`src/rtl/throw_sequencer.sv`:
```
// -----------------------------------------------------------------------------
// throw_sequencer
//
// Game-flow controller for the ball thrower. Moves each shot through aim,
// flight and result display, pulses `launch` to start the ball, freezes the
// angle/power controls while a ball is in the air, classifies the landing
// point against the target and keeps the running score and shot count.
// Runs in the VGA pixel-clock domain.
//
// Ports:
//   clk        in   pixel clock (same as VGA_CLK)
//   rst        in   asynchronous reset, active-low
//   update     in   one-cycle pulse, once per frame
//   go         in   asynchronous launch switch (level)
//   ball_x     in   [9:0] current ball column
//   ball_y     in   [9:0] current ball row
//   launch     out  one-cycle pulse that starts the ball
//   aim_en     out  enables angle/power adjustment
//   in_flight  out  high while the ball is airborne
//   result     out  [1:0] 0 none, 1 miss, 2 target, 3 centre
//   score      out  [7:0] running score (saturating)
//   shots      out  [3:0] shots fired in the current game
//   game_over  out  high once all shots are used
//
// Optional feature: define SEQ_FLIGHT_TIMEOUT_EN to force a miss if the ball
// has not landed or left the screen after FLIGHT_FRAMES frames.
// -----------------------------------------------------------------------------
module throw_sequencer #(
  parameter logic [9:0]  GROUND_Y      = 10'd450,
  parameter logic [9:0]  TGT_X_MIN     = 10'd421,
  parameter logic [9:0]  TGT_X_MAX     = 10'd539,
  parameter logic [9:0]  CTR_X_MIN     = 10'd436,
  parameter logic [9:0]  CTR_X_MAX     = 10'd524,
  parameter logic [9:0]  SCREEN_W      = 10'd640,
  parameter int unsigned RESULT_FRAMES = 120,
  parameter logic [3:0]  MAX_SHOTS     = 4'd5
`ifdef SEQ_FLIGHT_TIMEOUT_EN
  ,
  parameter int unsigned FLIGHT_FRAMES = 600
`endif
) (
  input  logic       clk,
  input  logic       rst,
  input  logic       update,
  input  logic       go,
  input  logic [9:0] ball_x,
  input  logic [9:0] ball_y,
  output logic       launch,
  output logic       aim_en,
  output logic       in_flight,
  output logic [1:0] result,
  output logic [7:0] score,
  output logic [3:0] shots,
  output logic       game_over
);

  localparam int unsigned RES_W = $clog2(RESULT_FRAMES + 1);
  localparam logic [RES_W-1:0] RES_LAST = RES_W'(RESULT_FRAMES - 1);

`ifdef SEQ_FLIGHT_TIMEOUT_EN
  localparam int unsigned FLT_W = $clog2(FLIGHT_FRAMES + 1);
  localparam logic [FLT_W-1:0] FLT_LAST = FLT_W'(FLIGHT_FRAMES - 1);
`endif

  typedef enum logic [1:0] {
    S_AIM    = 2'd0,
    S_FLIGHT = 2'd1,
    S_RESULT = 2'd2,
    S_OVER   = 2'd3
  } state_t;

  state_t           state_q, state_d;
  logic             go_s1_q, go_s2_q, go_s3_q;
  logic             go_rise;
  logic             launch_q, launch_d;
  logic             aim_en_q, aim_en_d;
  logic             in_flight_q, in_flight_d;
  logic             game_over_q, game_over_d;
  logic [1:0]       result_q, result_d;
  logic [7:0]       score_q, score_d;
  logic [3:0]       shots_q, shots_d;
  logic [RES_W-1:0] res_cnt_q, res_cnt_d;
  logic [8:0]       score_sum;
  logic [1:0]       points;
  logic             on_ctr, on_tgt;

`ifdef SEQ_FLIGHT_TIMEOUT_EN
  logic [FLT_W-1:0] flt_cnt_q, flt_cnt_d;
`endif

  // Two synchroniser stages, then a third flop holding the previous
  // synchronised level for edge detection.
  assign go_rise = go_s2_q & ~go_s3_q;

  assign on_ctr = (ball_x >= CTR_X_MIN) && (ball_x <= CTR_X_MAX);
  assign on_tgt = (ball_x >= TGT_X_MIN) && (ball_x <= TGT_X_MAX);

  always_comb begin
    state_d   = state_q;
    launch_d  = 1'b0;
    result_d  = result_q;
    score_d   = score_q;
    shots_d   = shots_q;
    res_cnt_d = res_cnt_q;
    points    = 2'd0;
    score_sum = 9'd0;
`ifdef SEQ_FLIGHT_TIMEOUT_EN
    flt_cnt_d = flt_cnt_q;
`endif

    case (state_q)
      S_AIM: begin
        if (go_rise) begin
          launch_d = 1'b1;
          if (shots_q < MAX_SHOTS) shots_d = shots_q + 4'd1;
          result_d = 2'd0;
          state_d  = S_FLIGHT;
`ifdef SEQ_FLIGHT_TIMEOUT_EN
          flt_cnt_d = '0;
`endif
        end
      end

      S_FLIGHT: begin
        if (update) begin
          if (ball_x >= SCREEN_W) begin
            result_d  = 2'd1;
            state_d   = S_RESULT;
            res_cnt_d = '0;
          end else if (ball_y >= GROUND_Y) begin
            if (on_ctr) begin
              result_d = 2'd3;
              points   = 2'd3;
            end else if (on_tgt) begin
              result_d = 2'd2;
              points   = 2'd1;
            end else begin
              result_d = 2'd1;
            end
            // 9-bit sum so the carry flags a saturating overflow
            score_sum = {1'b0, score_q} + {7'd0, points};
            score_d   = score_sum[8] ? 8'hFF : score_sum[7:0];
            state_d   = S_RESULT;
            res_cnt_d = '0;
`ifdef SEQ_FLIGHT_TIMEOUT_EN
          end else if (flt_cnt_q == FLT_LAST) begin
            // landing/off-screen are checked first, so they win a tie
            result_d  = 2'd1;
            state_d   = S_RESULT;
            res_cnt_d = '0;
          end else begin
            flt_cnt_d = flt_cnt_q + 1'b1;
`endif
          end
        end
      end

      S_RESULT: begin
        if (update) begin
          if (res_cnt_q == RES_LAST) begin
            res_cnt_d = '0;
            state_d   = (shots_q == MAX_SHOTS) ? S_OVER : S_AIM;
          end else begin
            res_cnt_d = res_cnt_q + 1'b1;
          end
        end
      end

      S_OVER: begin
        if (go_rise) begin
          score_d  = '0;
          shots_d  = '0;
          result_d = 2'd0;
          state_d  = S_AIM;
        end
      end

      default: state_d = S_AIM;
    endcase

    // Status outputs follow the next state so they are registered
    // alongside it.
    aim_en_d    = (state_d == S_AIM);
    in_flight_d = (state_d == S_FLIGHT);
    game_over_d = (state_d == S_OVER);
  end

  always_ff @(posedge clk or negedge rst) begin
    if (!rst) begin
      state_q     <= S_AIM;
      go_s1_q     <= 1'b0;
      go_s2_q     <= 1'b0;
      go_s3_q     <= 1'b0;
      launch_q    <= 1'b0;
      aim_en_q    <= 1'b1;
      in_flight_q <= 1'b0;
      game_over_q <= 1'b0;
      result_q    <= 2'd0;
      score_q     <= '0;
      shots_q     <= '0;
      res_cnt_q   <= '0;
    end else begin
      state_q     <= state_d;
      go_s1_q     <= go;
      go_s2_q     <= go_s1_q;
      go_s3_q     <= go_s2_q;
      launch_q    <= launch_d;
      aim_en_q    <= aim_en_d;
      in_flight_q <= in_flight_d;
      game_over_q <= game_over_d;
      result_q    <= result_d;
      score_q     <= score_d;
      shots_q     <= shots_d;
      res_cnt_q   <= res_cnt_d;
    end
  end

`ifdef SEQ_FLIGHT_TIMEOUT_EN
  always_ff @(posedge clk or negedge rst) begin
    if (!rst) flt_cnt_q <= '0;
    else      flt_cnt_q <= flt_cnt_d;
  end
`endif

  assign launch    = launch_q;
  assign aim_en    = aim_en_q;
  assign in_flight = in_flight_q;
  assign result    = result_q;
  assign score     = score_q;
  assign shots     = shots_q;
  assign game_over = game_over_q;

endmodule

```
`config.mk`:
```
export PLATFORM = sky130hd
export DESIGN_NAME = throw_sequencer
export DESIGN_NICKNAME = d
export VERILOG_FILES = /design/src/rtl/throw_sequencer.sv
export SDC_FILE = /design/constraint.sdc
export NUM_CORES = 1
export LEC_CHECK = 0
export CORE_UTILIZATION = 30
export DETAILED_ROUTE_END_ITERATION = 8
export PLACE_DENSITY = 0.59
export SLEW_MARGIN = 40
export SYNTH_ARGS = -nofsm -noshare
export SYNTH_HDL_FRONTEND = slang
export SYNTH_SLANG_ARGS = --single-unit
```
`constraint.sdc`:
```
create_clock -name clk -period 2.5 [get_ports clk]
set_clock_uncertainty 0.15 [all_clocks]
set_input_delay 0.375 -clock clk [delete_from_list [all_inputs] [get_ports clk]]
set_output_delay 0.375 -clock clk [all_outputs]
set_load 0.1 [all_outputs]
```
==> out/qor.json, run 1 <==
{
  "run_status": {
    "run_status": "finished, final reports clean"
  },
  "cts": {
    "clock_pin_slew_worst_setup_and_hold_paths_ns": 0.06,
    "cts.htree.levels": 2,
    "tritoncts_num_sinks": 30,
    "cts_tree": "done",
    "numCtsBuffers": 5,
    "worst_skew_pair.late_latency_ns": 0.27,
    "ctsLongestPathBuffers": 2,
    "ctsRootBufferMaster": "sky130_fd_sc_hd__clkbuf_8"
  },
  "timing": {
    "final_max_slew_viol_count": 0,
    "hold_viol": 0,
    "final_period_minus_worst_setup_slack_ns": 2.44,
    "fin_crit_sh_pct": 97.7,
    "fmaxAchievable_mhz": 410,
    "worst_slew_margin_rel_pct": 59.5,
    "max_slew.worst_pin.slew_ns": 0.606,
    "setup-violations-final": 0
  },
  "detailed_routing": {
    "detail_route.wl_per_cell_um": 12.9,
    "detail_route.first_pass.iterations": 4,
    "maxUsedRoutingLayer": "met4",
    "met2_wirelength_um": 2200,
    "via_count": 1699,
    "viasPerCell": 4.87,
    "ant_nets": 0,
    "wire_length_the_detailed_router_placed_on_met1_um": 2130,
    "drt-initial-drc-count": 67,
    "postRouteWirelength_um": 4500,
    "drc": 0,
    "detailroute.wirelength.met3_um": 134
  },
  "layout": {
    "postLayoutCoreUtil_pct": 44.8,
    "drive_gt1_share_pct": 29.9,
    "nNetsFinal": 309,
    "area_of_all_sequential_standard_cells_um2": 752,
    "multi_input_area_um2": 1110,
    "fillerInstances": 609,
    "area_growth_pct": 43.1,
    "antenna-diode-count": 0
  },
  "power_and_ir_drop": {
    "seq_power_share_pct": 29.2,
    "p_int_mw": 1.25,
    "power_frac_comb_pct": 54.7,
    "power.density_cell_area_nw_per_um2": 922,
    "power.switching_fraction_pct": 49.0,
    "clkPwrFrac_pct": 16.1,
    "ir_worst_vdd_uv": 708,
    "p_switching_mw": 1.21,
    "cellLeakagePower_nw": 1.18,
    "finalPower_mw": 2.46
  },
  "synthesis": {
    "synth.lib_cells_used.distinct": 46,
    "synthesis.instances": 203,
    "syn_avg_cell_area_um2": 9.18,
    "synth_top_cells_by_count": "sky130_fd_sc_hd__dfrtp_1 (29), sky130_fd_sc_hd__o21ai_0 (22), sky130_fd_sc_hd__inv_1 (20), sky130_fd_sc_hd__nor2_1 (19)",
    "asyncSetResetFlopFracSynth_pct": 100,
    "synth_most_common_cell": "sky130_fd_sc_hd__dfrtp_1",
    "yosysTopAreaCellShare_pct": 39.0,
    "synth_area_leaders": "sky130_fd_sc_hd__dfrtp_1 (39%), sky130_fd_sc_hd__ha_1 (7.4%), sky130_fd_sc_hd__o21ai_0 (5.9%), sky130_fd_sc_hd__inv_1 (4.0%), sky130_fd_sc_hd__nor2_1 (3.8%)",
    "post-synth-top-area-cell": "sky130_fd_sc_hd__dfrtp_1",
    "synth-edff-count": 0,
    "synthFlopType": "sky130_fd_sc_hd__dfrtp_1",
    "synthesis.nets": 239,
    "yosys_register_bits": 30,
    "post_synth_instance_area_um2": 1860,
    "ys_seq_area_share_pct": 40.4,
    "yosysWarningCount": 0
  },
  "global_routing": {
    "grt_pass1_wl_um": 7640,
    "grt_pass1_vias": 1693,
    "largest_net_degree_at_the_start_of_global_routing": 20,
    "global_route.overflow_total": 0,
    "grt_use_total_pct": 14.9,
    "grt_antenna_before_repair": 0
  },
  "floorplanning": {
    "ios": 42,
    "initial_core_util_pct": 31.3,
    "die_h_um": 80.8,
    "num_rows": 28,
    "die_x_um": 80.8,
    "core_um2": 5960,
    "floorplan.die_area_um2": 6530
  },
  "placed_design": {
    "routabilityCongestion": 0.800,
    "buffers_added_on_ports": 40,
    "hpwl_um": 3380
  },
  "setup_path": {
    "critical_path.startpoint_type": "input pin",
    "timing_worst_setup_path_type": "input pin to flip-flop",
    "worstPathRequired_ns": 2.51,
    "crit_fanout": 4,
    "critPathSlowestCell": "sky130_fd_sc_hd__or4_4",
    "regToRegSetupSlack_ns": 0.31,
    "critical-path-max-stage-delay_ns": 0.47,
    "worst_ep_arrival_time_ns": 2.46,
    "timing.rr.end": "score[4]$_DFFE_PN0P_",
    "element_type_at_the_critical_path_end": "flip-flop",
    "worst_r2r_path_depth": 5,
    "crit_chain": "clkdlybuf4s15_1 -> or4_4 -> o31ai_4 -> o21a_2 -> ha_4 -> a21o_1 -> nand4_1 -> buf_4 -> o21ai_0 -> a22o_1",
    "worst_r2r_startpoint": "state_q[0]$_DFF_PN0_"
  },
  "job": {
    "max-cap-violations": 0
  },
  "hold_path": {
    "number_of_instances_on_the_worst_hold_path": 0,
    "timing.hold.worst_endpoint": "go_s2_q$_DFF_PN0_",
    "timing.hold.worst.start": "go_s1_q$_DFF_PN0_",
    "holdCritPathClass": "flip-flop to flip-flop"
  }
}
[metrics by stage]
stage | worst slack [ns] | hold slack [ns] | cell area (µm²) | setup TNS (ns) | std cells
floorplan | -0.0224 | -0.0706 | 1880 | -0.0224 | 203
global placement | -0.447 | 0.184 | 2440 | -3.12 | 331
detailed placement | -0.491 | 0.185 | 2440 | -3.63 | 331
CTS | 0.00313 | 0.200 | 2600 | 0 | 347
global route | -0.0515 | 0.209 | 2670 | -0.126 | 349
finish | 0.0582 | 0.198 | 2670 | 0 | 349
[layer usage]
layer	up-vias	GRT usage [%]
met1	787	19.1
met4	0	3.21
met2	25	25.6
met5	-	0
met3	6	3.03
li1	881	-
[cells in the final DEF (no fill, tap or decap), types with 2 or more instances in the layout]
cell	Yosys	layout
sky130_fd_sc_hd__inv_1	20	19
sky130_fd_sc_hd__nand2_1	10	9
sky130_fd_sc_hd__and2_1	2	2
sky130_fd_sc_hd__a22o_1	3	3
sky130_fd_sc_hd__clkdlybuf4s50_1	0	18
sky130_fd_sc_hd__o21ai_0	22	18
sky130_fd_sc_hd__o21ai_1	1	2
sky130_fd_sc_hd__a21boi_1	2	2
sky130_fd_sc_hd__dfrtp_1	29	29
sky130_fd_sc_hd__a21o_1	2	2
sky130_fd_sc_hd__o22ai_1	6	6
sky130_fd_sc_hd__nand3_1	8	6
sky130_fd_sc_hd__nand4_1	3	3
sky130_fd_sc_hd__buf_4	1	43
sky130_fd_sc_hd__nor2_1	19	17
sky130_fd_sc_hd__o31ai_1	5	5
sky130_fd_sc_hd__nor2b_1	5	5
sky130_fd_sc_hd__nand2b_1	4	4
sky130_fd_sc_hd__o2bb2ai_1	2	2
sky130_fd_sc_hd__or4_4	2	2
sky130_fd_sc_hd__ha_1	11	9
sky130_fd_sc_hd__clkbuf_2	0	3
sky130_fd_sc_hd__a21oi_1	11	10
sky130_fd_sc_hd__and3_1	4	4
sky130_fd_sc_hd__o211ai_1	2	2
sky130_fd_sc_hd__ha_4	0	2
sky130_fd_sc_hd__clkbuf_8	0	6
sky130_fd_sc_hd__a31oi_1	2	2
sky130_fd_sc_hd__a31o_2	2	2
sky130_fd_sc_hd__o21ai_2	3	6
[critical path: cells and delay by family]
kind	cells	cell delay (ns)
AO/OA/AOI/OAI	5	0.92
AND/OR/NAND/NOR	2	0.60
adder cells (fa/ha/maj)	1	0.20
buffers and inverters	2	0.36
[layout make-up]
class,instances,area share (%)
Clock buffer,7,3.24
Sequential cell,30,28.2
Multi-Input combinational cell,150,41.5
Tap cell,75,3.52
Inverter,20,2.82
Clock inverter,1,0.188
Timing Repair Buffer,66,20.6
[power groups by stage]
stage	Sequential (mW)	Clock, mW	Combinational [mW]
after floorplan	1.20	0	0.499
after detailed placement	0.720	0	1.32
after global placement	0.717	0	1.31
after global routing	0.739	0.436	1.46
after CTS	0.712	0.412	1.34
final	0.718	0.396	1.34
[cells by family after synthesis]
family	after synthesis	synth area share, %
AOI/OAI and AO/OA	76	28.6
adders and majority gates	12	8.46
buffers and inverters	23	4.97
DFF	30	40.4
and+or+nand+nor	62	17.6
[sequential cells by signal, indices dropped and copies added, names as in the netlist]
name and flops:
aim_en 1, res_cnt_q 7, launch 1, state_q 2, go_s3_q 1, shots 4
go_s1_q 1, result 2, game_over 1, go_s2_q 1, score 8, in_flight 1
[what timing repair did]
item                                    4_1_cts  5_1_grt
hold buffers                                  0        0
pin swaps                                     6       12
buffers inserted                              8        2
endpoints found under the setup margin        8        9
gates resized for setup                       6       22
[how the worst max path moves through the flow]
stage,from,to,cells past startpoint,slack [ns]
2_1_floorplan,ball_x[5],score[7]$_DFFE_PN0P_,11,-0.02
3_3_place_gp,ball_x[5],score[7]$_DFFE_PN0P_,10,-0.45
3_5_place_dp,ball_x[5],score[5]$_DFFE_PN0P_,12,-0.49
6_report,ball_x[7],score[5]$_DFFE_PN0P_,10,0.06
5_1_grt,ball_x[3],score[2]$_DFFE_PN0P_,12,-0.05
4_1_cts,ball_x[6],score[7]$_DFFE_PN0P_,12,0.003
Power figures use the tool's default switching activity.
==> run 2, diff against run 1 <==
- ABC_CLOCK_PERIOD_IN_PS: unset -> 2500
- CTS_CLUSTER_DIAMETER: unset -> 150
==> results of run 2 <==
The final DEF is identical to that of run 1; final timing and power are the same.
